<file path="config.mk">
export PLATFORM = sky130hd
export DESIGN_NAME = decode_hazard_ctrl
export DESIGN_NICKNAME = d
export VERILOG_FILES = /design/src/rtl/pipe_ctrl_pkg.sv /design/src/rtl/decode_hazard_ctrl_hazard_cmp.sv /design/src/rtl/decode_hazard_ctrl.sv
export SDC_FILE = /design/constraint.sdc
export NUM_CORES = 1
export LEC_CHECK = 0
export BUFFER_PORTS_ARGS = -buffer_cell sky130_fd_sc_hd__buf_4
export CAP_MARGIN = 20
export CORE_UTILIZATION = 43
export CTS_CLUSTER_DIAMETER = 120
export DETAILED_ROUTE_END_ITERATION = 8
export PLACE_DENSITY = 0.76
export SETUP_SLACK_MARGIN = 0.15
export SLEW_MARGIN = 5
export SYNTH_ARGS = -nofsm -noshare
export SYNTH_HDL_FRONTEND = slang
export SYNTH_SLANG_ARGS = --single-unit
</file>
<file path="constraint.sdc">
create_clock -name clk -period 1.9 [get_ports clk]
set_input_delay 0.19 -clock clk [delete_from_list [all_inputs] [get_ports clk]]
set_output_delay 0.19 -clock clk [all_outputs]
set_load 0.01 [all_outputs]
</file>
<file path="src/rtl/pipe_ctrl_pkg.sv">
// Shared pipeline-controller types: sequencer states, default register width
// and the bundled stage control outputs.
package pipe_ctrl_pkg;

  localparam int REG_AW_DEFAULT = 5;

  typedef enum logic [1:0] {
    RUN      = 2'd0,
    MEM_WAIT = 2'd1,
    FLUSH    = 2'd2
  } pipe_state_e;

  typedef struct packed {
    logic fetch_hold;
    logic decode_hold;
    logic buffer_hold;
    logic buffer_bubble;
    logic fetch_flush;
  } pipe_ctrl_t;

endpackage

</file>
<file path="src/rtl/decode_hazard_ctrl_hazard_cmp.sv">
// Combinational load-use comparator between the decode instruction and a
// load sitting in the decode buffer.
module hazard_cmp
  import pipe_ctrl_pkg::*;
#(
  parameter int REG_AW = REG_AW_DEFAULT
) (
  input  logic              d_valid,
  input  logic              d_use_a,
  input  logic              d_use_b,
  input  logic [REG_AW-1:0] d_rs_a,
  input  logic [REG_AW-1:0] d_rs_b,
  input  logic              x_valid,
  input  logic              x_regwrite,
  input  logic              x_memtoreg,
  input  logic [REG_AW-1:0] x_write_addr,
  output logic              hazard
);

  logic x_is_load;
  logic match_a;
  logic match_b;

  // Register 0 is hardwired, so a load targeting it never creates a dependency.
  assign x_is_load = x_valid & x_regwrite & x_memtoreg & (x_write_addr != '0);
  assign match_a   = d_use_a & (d_rs_a == x_write_addr);
  assign match_b   = d_use_b & (d_rs_b == x_write_addr);
  assign hazard    = x_is_load & d_valid & (match_a | match_b);

endmodule

</file>
<file path="src/rtl/decode_hazard_ctrl.sv">
// Decode->execute buffer sequencer: load-use stalls, branch flushes and
// memory back-pressure holds. Optional counters under DECODE_HAZARD_CTRL_PERF_EN.
module decode_hazard_ctrl
  import pipe_ctrl_pkg::*;
#(
  parameter int REG_AW         = REG_AW_DEFAULT,
  parameter int BRANCH_PENALTY = 2
) (
  input  logic              clk,
  input  logic              rst,
  input  logic              d_valid,
  input  logic              d_use_a,
  input  logic              d_use_b,
  input  logic [REG_AW-1:0] d_rs_a,
  input  logic [REG_AW-1:0] d_rs_b,
  input  logic              x_valid,
  input  logic              x_regwrite,
  input  logic              x_memtoreg,
  input  logic [REG_AW-1:0] x_write_addr,
  input  logic              x_branch_taken,
  input  logic              m_busy,
  output logic              fetch_hold,
  output logic              decode_hold,
  output logic              buffer_hold,
  output logic              buffer_bubble,
  output logic              fetch_flush
`ifdef DECODE_HAZARD_CTRL_PERF_EN
  ,
  output logic [31:0]       perf_stall_cycles,
  output logic [31:0]       perf_branch_flushes,
  output logic [31:0]       perf_load_use
`endif
);

  localparam logic [3:0] PENALTY_M1 = 4'(BRANCH_PENALTY - 1);

  pipe_state_e state_q, state_d;
  pipe_state_e saved_q, saved_d;
  pipe_state_e eff_state;
  logic [3:0]  bcnt_q, bcnt_d;
  logic        hazard;
  logic        branch;
  logic        load_use;
  pipe_ctrl_t  ctrl;

  hazard_cmp #(.REG_AW(REG_AW)) u_hazard_cmp (
    .d_valid      (d_valid),
    .d_use_a      (d_use_a),
    .d_use_b      (d_use_b),
    .d_rs_a       (d_rs_a),
    .d_rs_b       (d_rs_b),
    .x_valid      (x_valid),
    .x_regwrite   (x_regwrite),
    .x_memtoreg   (x_memtoreg),
    .x_write_addr (x_write_addr),
    .hazard       (hazard)
  );

  // MEM_WAIT is transparent once m_busy drops: act as the state it interrupted.
  assign eff_state = (state_q == MEM_WAIT) ? saved_q : state_q;
  assign branch    = x_valid & x_branch_taken;
  assign load_use  = ~m_busy & ~branch & (eff_state == RUN) & hazard;

  always_ff @(posedge clk) begin
    if (rst) begin
      state_q <= RUN;
      saved_q <= RUN;
      bcnt_q  <= '0;
    end else begin
      state_q <= state_d;
      saved_q <= saved_d;
      bcnt_q  <= bcnt_d;
    end
  end

  always_comb begin
    state_d = state_q;
    saved_d = saved_q;
    bcnt_d  = bcnt_q;
    if (m_busy) begin
      state_d = MEM_WAIT;
      if (state_q != MEM_WAIT) saved_d = state_q;
    end else if (branch) begin
      saved_d = RUN;
      if (BRANCH_PENALTY > 1) begin
        state_d = FLUSH;
        bcnt_d  = PENALTY_M1;
      end else begin
        state_d = RUN;
        bcnt_d  = '0;
      end
    end else if (eff_state == FLUSH) begin
      saved_d = RUN;
      if (bcnt_q > 4'd1) begin
        state_d = FLUSH;
        bcnt_d  = bcnt_q - 4'd1;
      end else begin
        state_d = RUN;
        bcnt_d  = '0;
      end
    end else begin
      state_d = RUN;
      saved_d = RUN;
    end
  end

  always_comb begin
    ctrl = '0;
    if (rst) begin
      ctrl.fetch_flush   = 1'b1;
      ctrl.buffer_bubble = 1'b1;
    end else if (m_busy) begin
      ctrl.fetch_hold  = 1'b1;
      ctrl.decode_hold = 1'b1;
      ctrl.buffer_hold = 1'b1;
    end else if (branch) begin
      ctrl.fetch_flush   = 1'b1;
      ctrl.buffer_bubble = 1'b1;
    end else if (eff_state == FLUSH) begin
      ctrl.buffer_bubble = 1'b1;
    end else if (load_use) begin
      ctrl.fetch_hold    = 1'b1;
      ctrl.decode_hold   = 1'b1;
      ctrl.buffer_bubble = 1'b1;
    end
  end

  assign fetch_hold    = ctrl.fetch_hold;
  assign decode_hold   = ctrl.decode_hold;
  assign buffer_hold   = ctrl.buffer_hold;
  assign buffer_bubble = ctrl.buffer_bubble;
  assign fetch_flush   = ctrl.fetch_flush;

`ifdef DECODE_HAZARD_CTRL_PERF_EN
  logic any_stall;
  assign any_stall = ctrl.fetch_hold | ctrl.decode_hold | ctrl.buffer_hold | ctrl.buffer_bubble;

  // Counters saturate rather than wrap so long runs never under-report.
  always_ff @(posedge clk) begin
    if (rst) begin
      perf_stall_cycles   <= '0;
      perf_branch_flushes <= '0;
      perf_load_use       <= '0;
    end else begin
      if (any_stall && perf_stall_cycles != '1)
        perf_stall_cycles <= perf_stall_cycles + 32'd1;
      if (branch && !m_busy && perf_branch_flushes != '1)
        perf_branch_flushes <= perf_branch_flushes + 32'd1;
      if (load_use && perf_load_use != '1)
        perf_load_use <= perf_load_use + 32'd1;
    end
  end
`endif

endmodule
</file>
=== Word level (Yosys, flattened, before mapping) ===
Index checks and enable logic that the tools add are counted.

* Input port bits: 25
* Logic and storage cells: 51
* Output and inout port bits: 5
* Register bits: 8

* Bitwise logic cells: 14
* $lt $le $gt $ge: 1
* Reduce and logical (&&, ||, !) cells: 6
* $add $sub $neg: 1
* Mux-type cells: 20
* Equal/unequal tests: 5

{| class="wikitable"
|+ Operators with widths
! operator !! number
|-
| two-way mux 2 bit || 10
|-
| two-way mux 4 bit || 3
|-
| AND 1 bit || 11
|-
| equality test 5 bit || 2
|-
| two-way mux 1 bit || 6
|-
| nonzero test 5 bit || 1
|-
| > comparator 4 x 1 -> 1 bit, second input constant || 1
|-
| OR reduction 2 bit || 2
|-
| subtractor 4 x 1 -> 4 bit, second input constant || 1
|-
| two-way mux 3 bit || 1
|-
| equality test 2 x 1 -> 1 bit, second input constant || 1
|-
| equality test 2 bit, second input constant || 1
|-
| zero test 2 bit || 1
|-
| inequality test 2 x 1 -> 1 bit, second input constant || 1
|-
| NOT 1 bit || 2
|-
| AND reduction 2 bit || 1
|-
| nonzero test 2 bit || 1
|-
| OR 1 bit || 1
|}

=== Longest topological paths before layout ===
* Depth in word-level cells: 11
* Mapped depth: 6
* Gate-level depth less buffers: 6

=== Cells and area by module ===
From an unflattened synthesis, not the netlist that was laid out.

* Cell total of the unflattened synthesis: 72
* Area, all modules: 580.6 µm²

{| class="wikitable"
|+ By module, submodules not included
! module !! area each (µm²) !! times used !! cells an instance
|-
| decode_hazard_ctrl || 440.4 || 1 || 54
|-
| hazard_cmp || 140.1 || 1 || 18
|}

=== Worst setup path after synthesis ===
No wires, ideal clock.

* Kind: flip-flop to output port
* From: register saved_q[1]
* To: output port fetch_hold
* Cell stages (with the launch flop): 6
* Slack: 146 ps
* Path buffers: 1
* Arrival: 1564 ps
* Cells stage by stage: dfxtp_1 o21ai_0 nand4_1 or4_1 o31ai_1 buf_4

* Word-level cells in the longest chain between the ends: 9
* Elaborated cells between the ends (all ways): 10

{| class="wikitable"
|+ Ends and longest elaborated chain
! item !! RTL line !! RTL
|-
| from (decl) || decode_hazard_ctrl.sv:38 || <nowiki>pipe_state_e saved_q, saved_d;</nowiki>
|-
| from (signal assigned) || decode_hazard_ctrl.sv:71 || <nowiki>saved_q <= saved_d;</nowiki>
|-
| two-way mux 2 bit * || decode_hazard_ctrl.sv:60 || <nowiki>assign eff_state = (state_q == MEM_WAIT) ? saved_q : state_q;</nowiki>
|-
| zero test 2 bit || decode_hazard_ctrl.sv:62 || <nowiki>assign load_use = ~m_busy & ~branch & (eff_state == RUN) & hazard;</nowiki>
|-
| AND 1 bit (2 in a row) || decode_hazard_ctrl.sv:62 ||
|-
| two-way mux 2 bit || decode_hazard_ctrl.sv:121 || <nowiki>end else if (load_use) begin</nowiki>
|-
| two-way mux 2 bit * || decode_hazard_ctrl.sv:119 || <nowiki>end else if (eff_state == FLUSH) begin</nowiki>
|-
| two-way mux 2 bit * || decode_hazard_ctrl.sv:116 || <nowiki>end else if (branch) begin</nowiki>
|-
| two-way mux 2 bit * || decode_hazard_ctrl.sv:112 || <nowiki>end else if (m_busy) begin</nowiki>
|-
| two-way mux 3 bit * || decode_hazard_ctrl.sv:109 || <nowiki>if (rst) begin</nowiki>
|-
| to (decl) || decode_hazard_ctrl.sv:22 || <nowiki>output logic fetch_hold,</nowiki>
|}

Every way passes the cells marked *; elsewhere a longest branch is shown, timed or not.

=== Final worst setup path ===
Same ends and word-level chain as after synthesis.

==> flow_summary.toml <==
[status]
status = "completed"

[floorplanning]
rows = 13
start_util_pct = 46.0
io_pins = 30
die_w_um = 39.3
fp.dieH_um = 39.3
core_area_mm2 = 0.00130
die_area_mm2 = 0.00154

[placement]
hpwl_um = 1240
portBuffers = 29
finalWeightedCongestion = 0.785

[min_path]
hold_path_class = "input pin to register"

[worst_setup_path]
crit_slowest_cell = "or4_4"
crit_buf_inv = 1
rr_worst_depth = 6
r2r_start = "bcnt_q[0]"
cp.arrival_ns = 1.61
critical_path_depth = 5
crit_chain = "o21ai_2 > nand4_1 > or4_4 > o31ai_4 > buf_4"
critPathCaptureType = "output pin"
crit_family = "simple AND/OR/NAND/NOR gates"
regToRegSetupSlack_ns = 0.20
setup.worst_path.end = "fetch_hold"
rr_endpoint = "bcnt_q[3]"
path_class = "register to output pin"
path_max_fanout = 2
startpoint_type = "register"
startpoint = "saved_q[1]"
worst-endpoint-required_ns = 1.71
critPathMaxStageDelay_ns = 0.45

[synth]
syn_area_per_cell_um2 = 8.19
netlist-cell-type-count = 31
seq_area_frac_synth_pct = 26.8
ys_ff_latch = 8
syn-num-nets = 100
synth_flop_cell = "dfxtp_1"
synth_edf_count = 0
synthCells = 73
synth_area_um2 = 598
synthArstFlopShare_pct = 0
synth_warnings = 0

[clock_tree]
ctsHoldBuffers = 0
clkSlewWorstSetupHoldPaths_ns = 0.06
clk_latency_ns = 0.25
htreeDepth = 1
clockBufferDepth = 2
clock-sinks = 8
clock_tree.root_cell = "clkbuf_4"
cts_tree = "done"
cts_buffers = 3

[global_route]
track_usage_pct = 23.7
grt-ovfl-total = 0
first_global_vias = 573
grt_max_degree = 11
grt_pass1_wl_um = 2430
antenna_found_initial = 0

[pwr]
combPwrFrac_pct = 29.7
p_switching_w = 0.000119
ir_drop_v = 0.000365
intPower_w = 0.000316
leakagePower_nw = 0.385
swShare_pct = 27.3
p_per_area_mw_per_mm2 = 481
pwr-share-clk_pct = 29.5
seqPwrFrac_pct = 40.8

[timing]
max_slew.worst_pin.slew_ns = 0.355
maxSlewViolCount = 0
max_clock_freq_mhz = 554
finalSetupViolCount = 0
rsz0062_at_grt = "yes"
slew_headroom_pct = 76.3
clock_skew_ns = 0.00875
hold_violations = 0
fin_crit_ns = 1.80
tns_ns = 0
whs_ns = 0.189
post-route-period-util_pct = 94.9

[run]
max_cap_violations = 0

[layout]
nets = 136
antenna_cells = 0
syn_to_final_growth_pct = 51.3
drive_gt1_share_pct = 41.1

[routing]
drcViolationCount = 0
drtPass1Iterations = 4
vias = 654
via_per_inst = 5.36
wl_um = 1700
drt_iter0_drc = 10
antenna_left = 0
wl_per_cell_um = 13.9
==> worst reg2reg max path, cell delays in order, from the launching register on <==
cell and delay (ns):
dfxtp_2 0.35, inv_1 0.05, ha_1 0.23, nor2_1 0.19, o31a_1 0.22, or4b_1 0.45, o22ai_1 0.15
==> power by group through the flow <==
stage               Sequential (W)  Combinational (W)  Clock, W
finish                    0.000177           0.000129  0.000128
global route              0.000178           0.000141  0.000146
CTS                       0.000177           0.000122  0.000129
detailed placement        0.000181           0.000118         0
global placement          0.000181           0.000116         0
floorplan                 0.000180          0.0000552         0
==> cell type report <==
type	instances	area [µm²]
tap	15	18.8
sequential	8	168
fill	114	397
timing repair buffer	33	248
clock buffer	3	22.5
inverter	4	15.0
multi-input combinational	59	433
==> per-layer routing <==
layer | GRT usage, % | vias up | wire length, µm
met5 | 0 | - | 0
met4 | 5.17 | 0 | 0
met3 | 6.82 | 0 | 79
met2 | 39.6 | 19 | 893
met1 | 29.8 | 299 | 725
li1 | - | 336 | -
==> registers in the layout, indices dropped and copies added, names as in the netlist <==
| signal | cells |
|---|---|
| state_q | 2 |
| bcnt_q | 4 |
| saved_q | 2 |
==> synthesized netlist by cell type, types with 2 or more instances <==
cell type | number | area, µm²
or4_1 | 2 | 15.0
ha_1 | 2 | 25.0
o21ai_0 | 6 | 30.0
a21oi_1 | 5 | 25.0
nor2_1 | 7 | 26.3
and2_1 | 2 | 12.5
inv_1 | 4 | 15.0
dfxtp_1 | 8 | 160
xnor2_1 | 2 | 17.5
nand2b_1 | 3 | 18.8
xor2_1 | 8 | 70.1
nor4_1 | 2 | 12.5
nand2_1 | 3 | 11.3
o31ai_1 | 2 | 15.0
==> cell families (layout without fill, tap and decap cells) <==
family,Yosys count,after routing,share of synthesized area [%]
flops,8,8,26.8
simple gates,27,27,29.1
xor+xnor,10,10,14.6
buf+inv,6,40,4.39
compound gates,20,20,20.9
fa+ha+maj,2,2,4.18
==> worst min path at each step <==
stage	start	endpoint	slack, ns	cells after the start
after floorplan	m_busy	bcnt_q[0]	0.38	2
after global placement	rst	bcnt_q[2]	0.44	2
after detailed placement	rst	bcnt_q[2]	0.44	2
after CTS	rst	bcnt_q[2]	0.19	2
after global routing	rst	bcnt_q[2]	0.20	2
final	rst	bcnt_q[2]	0.19	2
==> timing repair <==
action	4_1_cts	5_1_grt
buffers inserted	2	2
gates cloned	0	0
setup endpoints to repair	3	4
pin swaps	0	1
resized for setup	9	1
==> cell usage in the layout (no fill, tap or decap), types with 2 or more instances in the layout <==
master / Yosys / layout
dfxtp_1: 8 / 4
nor4_1: 2 / 2
xor2_1: 8 / 8
buf_4: 1 / 33
dfxtp_2: 0 / 3
nor2_1: 7 / 7
nand2_1: 3 / 3
clkbuf_4: 0 / 3
and2_1: 2 / 2
xnor2_1: 2 / 2
ha_1: 2 / 2
inv_1: 4 / 4
nand2b_1: 3 / 3
o21ai_0: 6 / 4
a21oi_1: 5 / 5
==> metrics by stage <==
stage	total power, W	std cells	utilization, %	worst slack (ns)	cell area [µm²]
global placement	0.000297	115	63.7	0.292	828
finish	0.000435	122	69.5	0.0964	905
detailed placement	0.000300	115	63.7	0.254	828
global route	0.000464	122	69.5	0.0211	905
floorplan	0.000235	73	-	0.256	603
CTS	0.000428	120	68.3	0.130	888
(Power assumes the default switching activity.)
